--- src/rtl/kart_pkg.sv ---
// Shared types, widths and tuning constants for the kart motion controller.
package kart_pkg;

    localparam int POS_INT_W  = 11;
    localparam int POS_FRAC_W = 9;
    localparam int POS_W      = POS_INT_W + POS_FRAC_W;
    localparam int DIR_W      = 9;
    localparam int SPEED_W    = 5;
    localparam int TRIG_W     = 11;
    localparam int TERRAIN_W  = 4;
    localparam int DELTA_W    = 17;

    localparam logic [DIR_W-1:0]     DIR_FULL     = 9'd360;
    localparam logic [DIR_W-1:0]     TURN_STEP    = 9'd3;
    localparam logic [TERRAIN_W-1:0] TERRAIN_ROAD = 4'd0;

    localparam logic [SPEED_W-1:0] MAX_SPEED   = 5'd16;
    localparam logic [SPEED_W-1:0] OFFROAD_MAX = 5'd6;
    localparam logic [SPEED_W-1:0] ACCEL       = 5'd1;
    localparam logic [SPEED_W-1:0] BRAKE       = 5'd2;
    localparam logic [SPEED_W-1:0] COAST       = 5'd1;

    localparam logic [POS_INT_W-1:0] START_X = 11'd1024;
    localparam logic [POS_INT_W-1:0] START_Y = 11'd1536;

    typedef enum logic [2:0] {
        ST_IDLE  = 3'd0,
        ST_STEER = 3'd1,
        ST_ISSUE = 3'd2,
        ST_WAIT  = 3'd3,
        ST_LATCH = 3'd4,
        ST_MOVE  = 3'd5
    } kart_state_t;

    // speed * trig in 1/512-pixel units; |result| <= 31*1024 fits 17 bits signed.
    function automatic logic signed [DELTA_W-1:0] scaled_delta(
        input logic        [SPEED_W-1:0] speed,
        input logic signed [TRIG_W-1:0]  trig
    );
        logic signed [DELTA_W-1:0] s_ext;
        logic signed [DELTA_W-1:0] t_ext;
        s_ext = signed'({12'd0, speed});
        t_ext = signed'({{(DELTA_W-TRIG_W){trig[TRIG_W-1]}}, trig});
        return s_ext * t_ext;
    endfunction

endpackage

--- src/rtl/kart_motion_controller_if.sv ---
// Frame control, ROM address/data and renderer-facing signals of the kart controller.
interface kart_motion_controller_if;
    logic               new_frame_in;
    logic               btn_left_in;
    logic               btn_right_in;
    logic               btn_accel_in;
    logic               btn_brake_in;
    logic signed [10:0] cos_in;
    logic signed [10:0] sin_in;
    logic [3:0]         terrain_in;
    logic [8:0]         trig_addr_out;
    logic [7:0]         tile_addr_out;
    logic [8:0]         direction_out;
    logic [10:0]        player_x_out;
    logic [10:0]        player_y_out;
    logic [4:0]         speed_out;
    logic               busy_out;
    logic               done_out;

    // Controller side: owns the ROM addresses and the kart state outputs.
    modport master (
        input  new_frame_in, btn_left_in, btn_right_in, btn_accel_in, btn_brake_in,
        input  cos_in, sin_in, terrain_in,
        output trig_addr_out, tile_addr_out, direction_out,
        output player_x_out, player_y_out, speed_out, busy_out, done_out
    );

    // Environment side: buttons, frame timing, ROM data and the renderer.
    modport slave (
        output new_frame_in, btn_left_in, btn_right_in, btn_accel_in, btn_brake_in,
        output cos_in, sin_in, terrain_in,
        input  trig_addr_out, tile_addr_out, direction_out,
        input  player_x_out, player_y_out, speed_out, busy_out, done_out
    );
endinterface

--- src/rtl/kart_axis_step.sv ---
// One axis of the position update: 11.9 fixed point plus signed delta, saturated to [0, 2047.511].
module kart_axis_step
    import kart_pkg::*;
(
    input  logic        [POS_W-1:0]   pos,
    input  logic signed [DELTA_W-1:0] delta,
    output logic        [POS_W-1:0]   result
);

    logic signed [POS_W+1:0] sum_s;

    // Widen both operands, add, then clamp underflow to 0.0 and overflow to all-ones.
    always_comb begin
        sum_s  = signed'({2'b00, pos}) + signed'({{(POS_W+2-DELTA_W){delta[DELTA_W-1]}}, delta});
        result = sum_s[POS_W-1:0];
        if (sum_s[POS_W+1]) begin
            result = {POS_W{1'b0}};
        end else if (sum_s[POS_W]) begin
            result = {POS_W{1'b1}};
        end else begin
            result = sum_s[POS_W-1:0];
        end
    end

endmodule

--- src/rtl/kart_motion_controller.sv ---
// Per-frame kart sequencer: steer/throttle, fetch trig and tile data, advance position.
module kart_motion_controller
    import kart_pkg::*;
(
    input  logic clk_in,
    input  logic rst_in,
    kart_motion_controller_if.master bus
);

    kart_state_t state_r;
    kart_state_t state_next_s;

    logic        [DIR_W-1:0]     dir_r;
    logic        [SPEED_W-1:0]   speed_r;
    logic        [POS_W-1:0]     pos_x_r;
    logic        [POS_W-1:0]     pos_y_r;
    logic signed [TRIG_W-1:0]    cos_r;
    logic signed [TRIG_W-1:0]    sin_r;
    logic        [TERRAIN_W-1:0] terrain_r;
    logic                        busy_r;
    logic                        done_r;

    logic        [DIR_W-1:0]   dir_steer_s;
    logic        [SPEED_W-1:0] speed_steer_s;
    logic        [SPEED_W-1:0] speed_move_s;
    logic signed [DELTA_W-1:0] delta_x_s;
    logic signed [DELTA_W-1:0] delta_y_s;
    logic        [POS_W-1:0]   pos_x_next_s;
    logic        [POS_W-1:0]   pos_y_next_s;

    // State register.
    always_ff @(posedge clk_in or posedge rst_in) begin
        if (rst_in) begin
            state_r <= ST_IDLE;
        end else begin
            state_r <= state_next_s;
        end
    end

    // Next-state: fixed walk through the ROM latency; frame pulses are only seen in IDLE.
    always_comb begin
        state_next_s = ST_IDLE;
        case (state_r)
            ST_IDLE: begin
                if (bus.new_frame_in) begin
                    state_next_s = ST_STEER;
                end else begin
                    state_next_s = ST_IDLE;
                end
            end
            ST_STEER: state_next_s = ST_ISSUE;
            ST_ISSUE: state_next_s = ST_WAIT;
            ST_WAIT:  state_next_s = ST_LATCH;
            ST_LATCH: state_next_s = ST_MOVE;
            ST_MOVE:  state_next_s = ST_IDLE;
            default:  state_next_s = ST_IDLE;
        endcase
    end

    // Heading update with wrap into 0..359; opposing buttons cancel.
    always_comb begin
        dir_steer_s = dir_r;
        if (bus.btn_left_in && !bus.btn_right_in) begin
            if (dir_r < TURN_STEP) begin
                dir_steer_s = dir_r + DIR_FULL - TURN_STEP;
            end else begin
                dir_steer_s = dir_r - TURN_STEP;
            end
        end else if (bus.btn_right_in && !bus.btn_left_in) begin
            if ((dir_r + TURN_STEP) >= DIR_FULL) begin
                dir_steer_s = dir_r + TURN_STEP - DIR_FULL;
            end else begin
                dir_steer_s = dir_r + TURN_STEP;
            end
        end else begin
            dir_steer_s = dir_r;
        end
    end

    // Throttle update: brake beats accel, no button means coast.
    always_comb begin
        speed_steer_s = speed_r;
        if (bus.btn_brake_in) begin
            if (speed_r < BRAKE) begin
                speed_steer_s = 5'd0;
            end else begin
                speed_steer_s = speed_r - BRAKE;
            end
        end else if (bus.btn_accel_in) begin
            if (speed_r >= MAX_SPEED) begin
                speed_steer_s = MAX_SPEED;
            end else begin
                speed_steer_s = speed_r + ACCEL;
            end
        end else begin
            if (speed_r < COAST) begin
                speed_steer_s = 5'd0;
            end else begin
                speed_steer_s = speed_r - COAST;
            end
        end
    end

    // Off-road cap applies before the move so the step itself uses the capped speed.
    always_comb begin
        speed_move_s = speed_r;
        if ((terrain_r != TERRAIN_ROAD) && (speed_r > OFFROAD_MAX)) begin
            speed_move_s = OFFROAD_MAX;
        end else begin
            speed_move_s = speed_r;
        end
        delta_x_s = scaled_delta(speed_move_s, sin_r);
        delta_y_s = -scaled_delta(speed_move_s, cos_r);
    end

    kart_axis_step u_step_x (
        .pos    (pos_x_r),
        .delta  (delta_x_s),
        .result (pos_x_next_s)
    );

    kart_axis_step u_step_y (
        .pos    (pos_y_r),
        .delta  (delta_y_s),
        .result (pos_y_next_s)
    );

    // Kart state registers, each written only in its own phase of the frame.
    always_ff @(posedge clk_in or posedge rst_in) begin
        if (rst_in) begin
            dir_r     <= 9'd0;
            speed_r   <= 5'd0;
            pos_x_r   <= {START_X, 9'd0};
            pos_y_r   <= {START_Y, 9'd0};
            cos_r     <= 11'sd0;
            sin_r     <= 11'sd0;
            terrain_r <= 4'd0;
        end else begin
            case (state_r)
                ST_STEER: begin
                    dir_r   <= dir_steer_s;
                    speed_r <= speed_steer_s;
                end
                ST_LATCH: begin
                    cos_r     <= bus.cos_in;
                    sin_r     <= bus.sin_in;
                    terrain_r <= bus.terrain_in;
                end
                ST_MOVE: begin
                    speed_r <= speed_move_s;
                    pos_x_r <= pos_x_next_s;
                    pos_y_r <= pos_y_next_s;
                end
                default: begin
                    dir_r <= dir_r;
                end
            endcase
        end
    end

    // Registered status: busy spans STEER..MOVE, done pulses for the cycle after MOVE.
    always_ff @(posedge clk_in or posedge rst_in) begin
        if (rst_in) begin
            busy_r <= 1'b0;
            done_r <= 1'b0;
        end else begin
            busy_r <= (state_next_s != ST_IDLE);
            done_r <= (state_r == ST_MOVE);
        end
    end

    assign bus.direction_out = dir_r;
    assign bus.trig_addr_out = dir_r;
    assign bus.speed_out     = speed_r;
    assign bus.player_x_out  = pos_x_r[POS_W-1:POS_FRAC_W];
    assign bus.player_y_out  = pos_y_r[POS_W-1:POS_FRAC_W];
    assign bus.tile_addr_out = {pos_y_r[POS_W-1:POS_W-4], pos_x_r[POS_W-1:POS_W-4]};
    assign bus.busy_out      = busy_r;
    assign bus.done_out      = done_r;

endmodule

--- src/flat_wrapper.sv ---
// flat-port wrapper written by rule: the top's interface ports become plain ports
module kart_motion_controller_flat import kart_pkg::*;
  (clk_in, rst_in, bus_new_frame_in, bus_btn_left_in, bus_btn_right_in, bus_btn_accel_in, bus_btn_brake_in, bus_cos_in, bus_sin_in, bus_terrain_in, bus_trig_addr_out, bus_tile_addr_out, bus_direction_out, bus_player_x_out, bus_player_y_out, bus_speed_out, bus_busy_out, bus_done_out);
  kart_motion_controller_if bus_i ();
  input  logic clk_in;
  input  logic rst_in;
  input wire logic [$bits(bus_i.new_frame_in)-1:0] bus_new_frame_in;
  input wire logic [$bits(bus_i.btn_left_in)-1:0] bus_btn_left_in;
  input wire logic [$bits(bus_i.btn_right_in)-1:0] bus_btn_right_in;
  input wire logic [$bits(bus_i.btn_accel_in)-1:0] bus_btn_accel_in;
  input wire logic [$bits(bus_i.btn_brake_in)-1:0] bus_btn_brake_in;
  input wire logic [$bits(bus_i.cos_in)-1:0] bus_cos_in;
  input wire logic [$bits(bus_i.sin_in)-1:0] bus_sin_in;
  input wire logic [$bits(bus_i.terrain_in)-1:0] bus_terrain_in;
  output wire logic [$bits(bus_i.trig_addr_out)-1:0] bus_trig_addr_out;
  output wire logic [$bits(bus_i.tile_addr_out)-1:0] bus_tile_addr_out;
  output wire logic [$bits(bus_i.direction_out)-1:0] bus_direction_out;
  output wire logic [$bits(bus_i.player_x_out)-1:0] bus_player_x_out;
  output wire logic [$bits(bus_i.player_y_out)-1:0] bus_player_y_out;
  output wire logic [$bits(bus_i.speed_out)-1:0] bus_speed_out;
  output wire logic [$bits(bus_i.busy_out)-1:0] bus_busy_out;
  output wire logic [$bits(bus_i.done_out)-1:0] bus_done_out;
  assign bus_i.new_frame_in = bus_new_frame_in;
  assign bus_i.btn_left_in = bus_btn_left_in;
  assign bus_i.btn_right_in = bus_btn_right_in;
  assign bus_i.btn_accel_in = bus_btn_accel_in;
  assign bus_i.btn_brake_in = bus_btn_brake_in;
  assign bus_i.cos_in = bus_cos_in;
  assign bus_i.sin_in = bus_sin_in;
  assign bus_i.terrain_in = bus_terrain_in;
  assign bus_trig_addr_out = bus_i.trig_addr_out;
  assign bus_tile_addr_out = bus_i.tile_addr_out;
  assign bus_direction_out = bus_i.direction_out;
  assign bus_player_x_out = bus_i.player_x_out;
  assign bus_player_y_out = bus_i.player_y_out;
  assign bus_speed_out = bus_i.speed_out;
  assign bus_busy_out = bus_i.busy_out;
  assign bus_done_out = bus_i.done_out;
  kart_motion_controller u_core (.clk_in(clk_in), .rst_in(rst_in), .bus(bus_i));
endmodule
--- config.mk ---
export PLATFORM = sky130hd
export DESIGN_NAME = kart_motion_controller_flat
export DESIGN_NICKNAME = d
export VERILOG_FILES = /design/src/rtl/kart_pkg.sv /design/src/rtl/kart_motion_controller_if.sv /design/src/rtl/kart_axis_step.sv /design/src/rtl/kart_motion_controller.sv /design/src/flat_wrapper.sv
export SDC_FILE = /design/constraint.sdc
export NUM_CORES = 1
export LEC_CHECK = 0
export ABC_AREA = 1
export BUFFER_PORTS_ARGS = -buffer_cell sky130_fd_sc_hd__buf_2
export CORE_ASPECT_RATIO = 1.75
export CORE_UTILIZATION = 65
export CTS_CLUSTER_SIZE = 28
export DETAILED_ROUTE_END_ITERATION = 6
export PLACE_DENSITY_LB_ADDON = 0.25
export RECOVER_POWER = 100
export SLEW_MARGIN = 20
export SYNTH_ARGS = -nofsm -noshare
export SYNTH_HDL_FRONTEND = slang
export SYNTH_HIERARCHICAL = 1
export SYNTH_SLANG_ARGS = --single-unit
--- constraint.sdc ---
create_clock -name clk_in -period 17.1 [get_ports clk_in]
set_input_delay 2.565 -clock clk_in [delete_from_list [all_inputs] [get_ports clk_in]]
set_output_delay 2.565 -clock clk_in [all_outputs]
set_load 0.01 [all_outputs]
==> flow_summary.yaml <==
run_status:
  status: "finished with violations"
  violations: "max-capacitance violations, max-slew violations"
global_routing:
  met3_usage_pct: 4.26
  grt_use_total_pct: 33.5
  grt_max_degree: 72
  grtUsageMet1_pct: 29.2
  top_usage_layer: "met2"
  met2_usage_pct: 66.3
  grt_overflow: 0
  antenna_found_initial: 0
  first_global_vias: 11312
  grt_pass1_wl_um: 50700
final_layout:
  regArea_mm2: 0.00213
  multi_input_area_mm2: 0.00820
  final.fill_count: 1723
  layout.nets: 2093
  final_layout_size_suffix_gt1_share_pct: 7.08
  synthToLayoutAreaGrowth_pct: 3.67
  diodes: 0
  final_cells: 2103
placed_design:
  port_buffers: 87
  dp.cells: 2088
  gp_congestion: 0.956
  hpwlAfterDp_um: 25000
worst_setup_path:
  critPathKind: "reg2reg"
  crit_start: "u_core/bus.speed_out[2]"
  worst_setup_path_end_kind: "flop"
  critPathSlowestCell: "xnor2_1"
  crit-reg2reg-launch: "u_core/bus.speed_out[2]"
  slowest_delay_ps: 770
  crit_fanout: 20
  cp_common_cell: "nand2_1"
  cp.arrival_ps: 8370
  start_kind: "flop"
  cp.required_ps: 17340
die:
  initial_core_util_pct: 66.0
  die_h_um: 183
  core_area_mm2: 0.0185
  die_width_um: 106
  rows: 66
  die_area_mm2: 0.0194
  pin_count: 88
cts:
  clk_latency_ps: 370
  ctsResizeCount: 0
  ctsHoldBuffers: 0
  cts_buffer_depth: 2
  post_cts_buffers: 0
  clk_pin_slew_ps: 70
  cts.sinks: 85
  clock-root-buffer: "clkbuf_16"
  h-tree-depth: 3
  cts_buffers: 9
  cts_tree: "done"
sta:
  relSlewSlack_pct: -176
  rsz0062_at_grt: "false"
  clock_skew_ps: 12.3
  finalMaxSlewViolations: 167
  finalSetupViolCount: 0
  tns_ps: 0
  hold_viol_final: 0
  period_share_pct: 47.5
  holdWs_ps: 480
  worst_slew_pin_slew_ps: 4130
  period_needed_ps: 8130
  max_freq_mhz: 123
detailed_routing:
  drtPass1Iterations: 5
  ant_nets: 0
  num_vias: 11298
  drt_wl_total_um: 31300
  drt_iter0_drc: 551
  wire_per_inst_um: 14.9
  drc_errors: 0
  drt-vias-per-instance: 5.37
logic_synthesis:
  synth_edf_count: 0
  syn_avg_cell_area_um2: 6.69
  synth_top_family_by_area: "simple AND/OR/NAND/NOR gates"
  syn-instance-count: 1827
  synth_common_cells: "nand2_1 (542), inv_1 (324), nor2_1 (189)"
  ys_warn_count: 6
  synthDominantCellAreaShare_pct: 16.8
  synth_area_mm2: 0.0122
  yosys.area_share.adder_pct: 24.7
  synth_area_leaders: "dfrtp_1 (17%), nand2_1 (17%), ha_1 (13%)"
  async_reset_ff_share_pct: 100
  synth_cell_types: 50
  synth_nets: 2059
  synthMuxAreaShare_pct: 0.369
  synth_most_common_cell: "nand2_1"
  seq_area_frac_synth_pct: 17.4
  ys.flop_type: "dfrtp_1"
  synth_compound_area_share_pct: 6.46
  synthSimpleGateAreaFrac_pct: 31.5
  synth.largest_area_cell: "dfrtp_1"
  synth-seq-cells: 85
  synth-xor-area-share_pct: 4.37
hold_path:
  min_from: "u_core/pos_y_r[7]"
  hold_class: "reg2reg"
job:
  drv_cap: 3
-- through the flow --
stage	utilization [%]	setup slack, ps	instance area, µm²
finish	68.5	8970	12700
global route	68.5	8420	12700
CTS	69.1	9610	12800
detailed placement	67.6	9630	12500
global placement	67.6	9720	12500
floorplan	-	10650	12200
-- state kept, by name (all words and copies together) (netlist names) --
name and cells:
u_core/terrain_r 4, u_core/pos_y_r 20, u_core/bus.speed_out 5, u_core/bus.done_out 1, u_core/sin_r 11, u_core/pos_x_r 20, u_core/state_r 3, u_core/cos_r 11
u_core/bus.busy_out 1, u_core/bus.direction_out 9
-- critical path: cells and delay by family (launching register included) --
family	cells	cell delay, ps
xor+xnor	1	770
fa+ha+maj	7	2770
buf+inv	7	850
compound gates	1	70
flops	1	470
simple gates	23	3040
-- cell families after synthesis --
kind of cell	Yosys count
buffers and inverters	430
adder cells (fa/ha/maj)	199
AO/OA/AOI/OAI	141
AND/OR/NAND/NOR	907
XOR/XNOR	61
multiplexers	4
flip-flops	85
-- cells in the final DEF (no fill, tap or decap), types with 2 or more instances in the layout --
cell type	netlist	layout
nand2_1	542	544
inv_1	324	335
nor2_1	189	194
ha_1	128	128
a21oi_1	89	90
dfrtp_1	82	82
nand3_1	76	76
fa_1	71	71
clkbuf_1	13	57
buf_2	8	33
xnor2_1	33	33
nand2_2	34	32
xor2_1	28	28
o21ai_0	20	20
inv_2	30	17
nand3b_1	12	12
nor3_1	11	11
nand4_1	11	11
clkbuf_16	0	9
nor2_2	9	7
clkinv_1	5	6
nand3_2	6	6
o21bai_1	6	6
o22ai_1	5	5
a21oi_2	6	5
mux2_2	4	4
and2_1	4	4
clkinvlp_4	0	3
o2111ai_1	3	3
nand2_4	3	3
buf_4	41	3
dfstp_1	0	3
clkinv_2	1	2
o211ai_1	2	2
a22oi_1	2	2
a21o_1	2	2
or2_0	2	2
-- cell type report --
cell class	count	share of cell area [%]
well taps	238	2.35
inverters	360	10.7
flip-flops and latches	85	16.8
clock buffers	10	1.89
repair buffers	93	3.17
clock inverters	5	0.287
multi-input cells	1312	64.8
-- routing by layer --
metal	routed length, µm	vias up
met1	10400	5212
met2	17200	353
met5	0	-
met4	2580	0
li1	-	5584
met3	1080	149
-- path summary, 6_finish.rpt --
| check | to | slack, ps | depth (start not counted) |
|---|---|---|---|
| min in group asynchronous | u_core/pos_x_r[18] | 2270 | 2 |
| max in group asynchronous | u_core/bus.direction_out[3] | 10500 | 3 |
| setup / recovery | u_core/pos_y_r[12] | 8970 | 39 |
| setup reg to reg | u_core/pos_y_r[12] | 8970 | 39 |
| hold reg to reg | u_core/pos_y_r[7] | 480 | 2 |
| hold / removal | u_core/pos_y_r[7] | 480 | 2 |
Power is left out: the tool's default activity adds up to more than one toggle a clock period on the data nets, which glitch-free logic cannot reach.
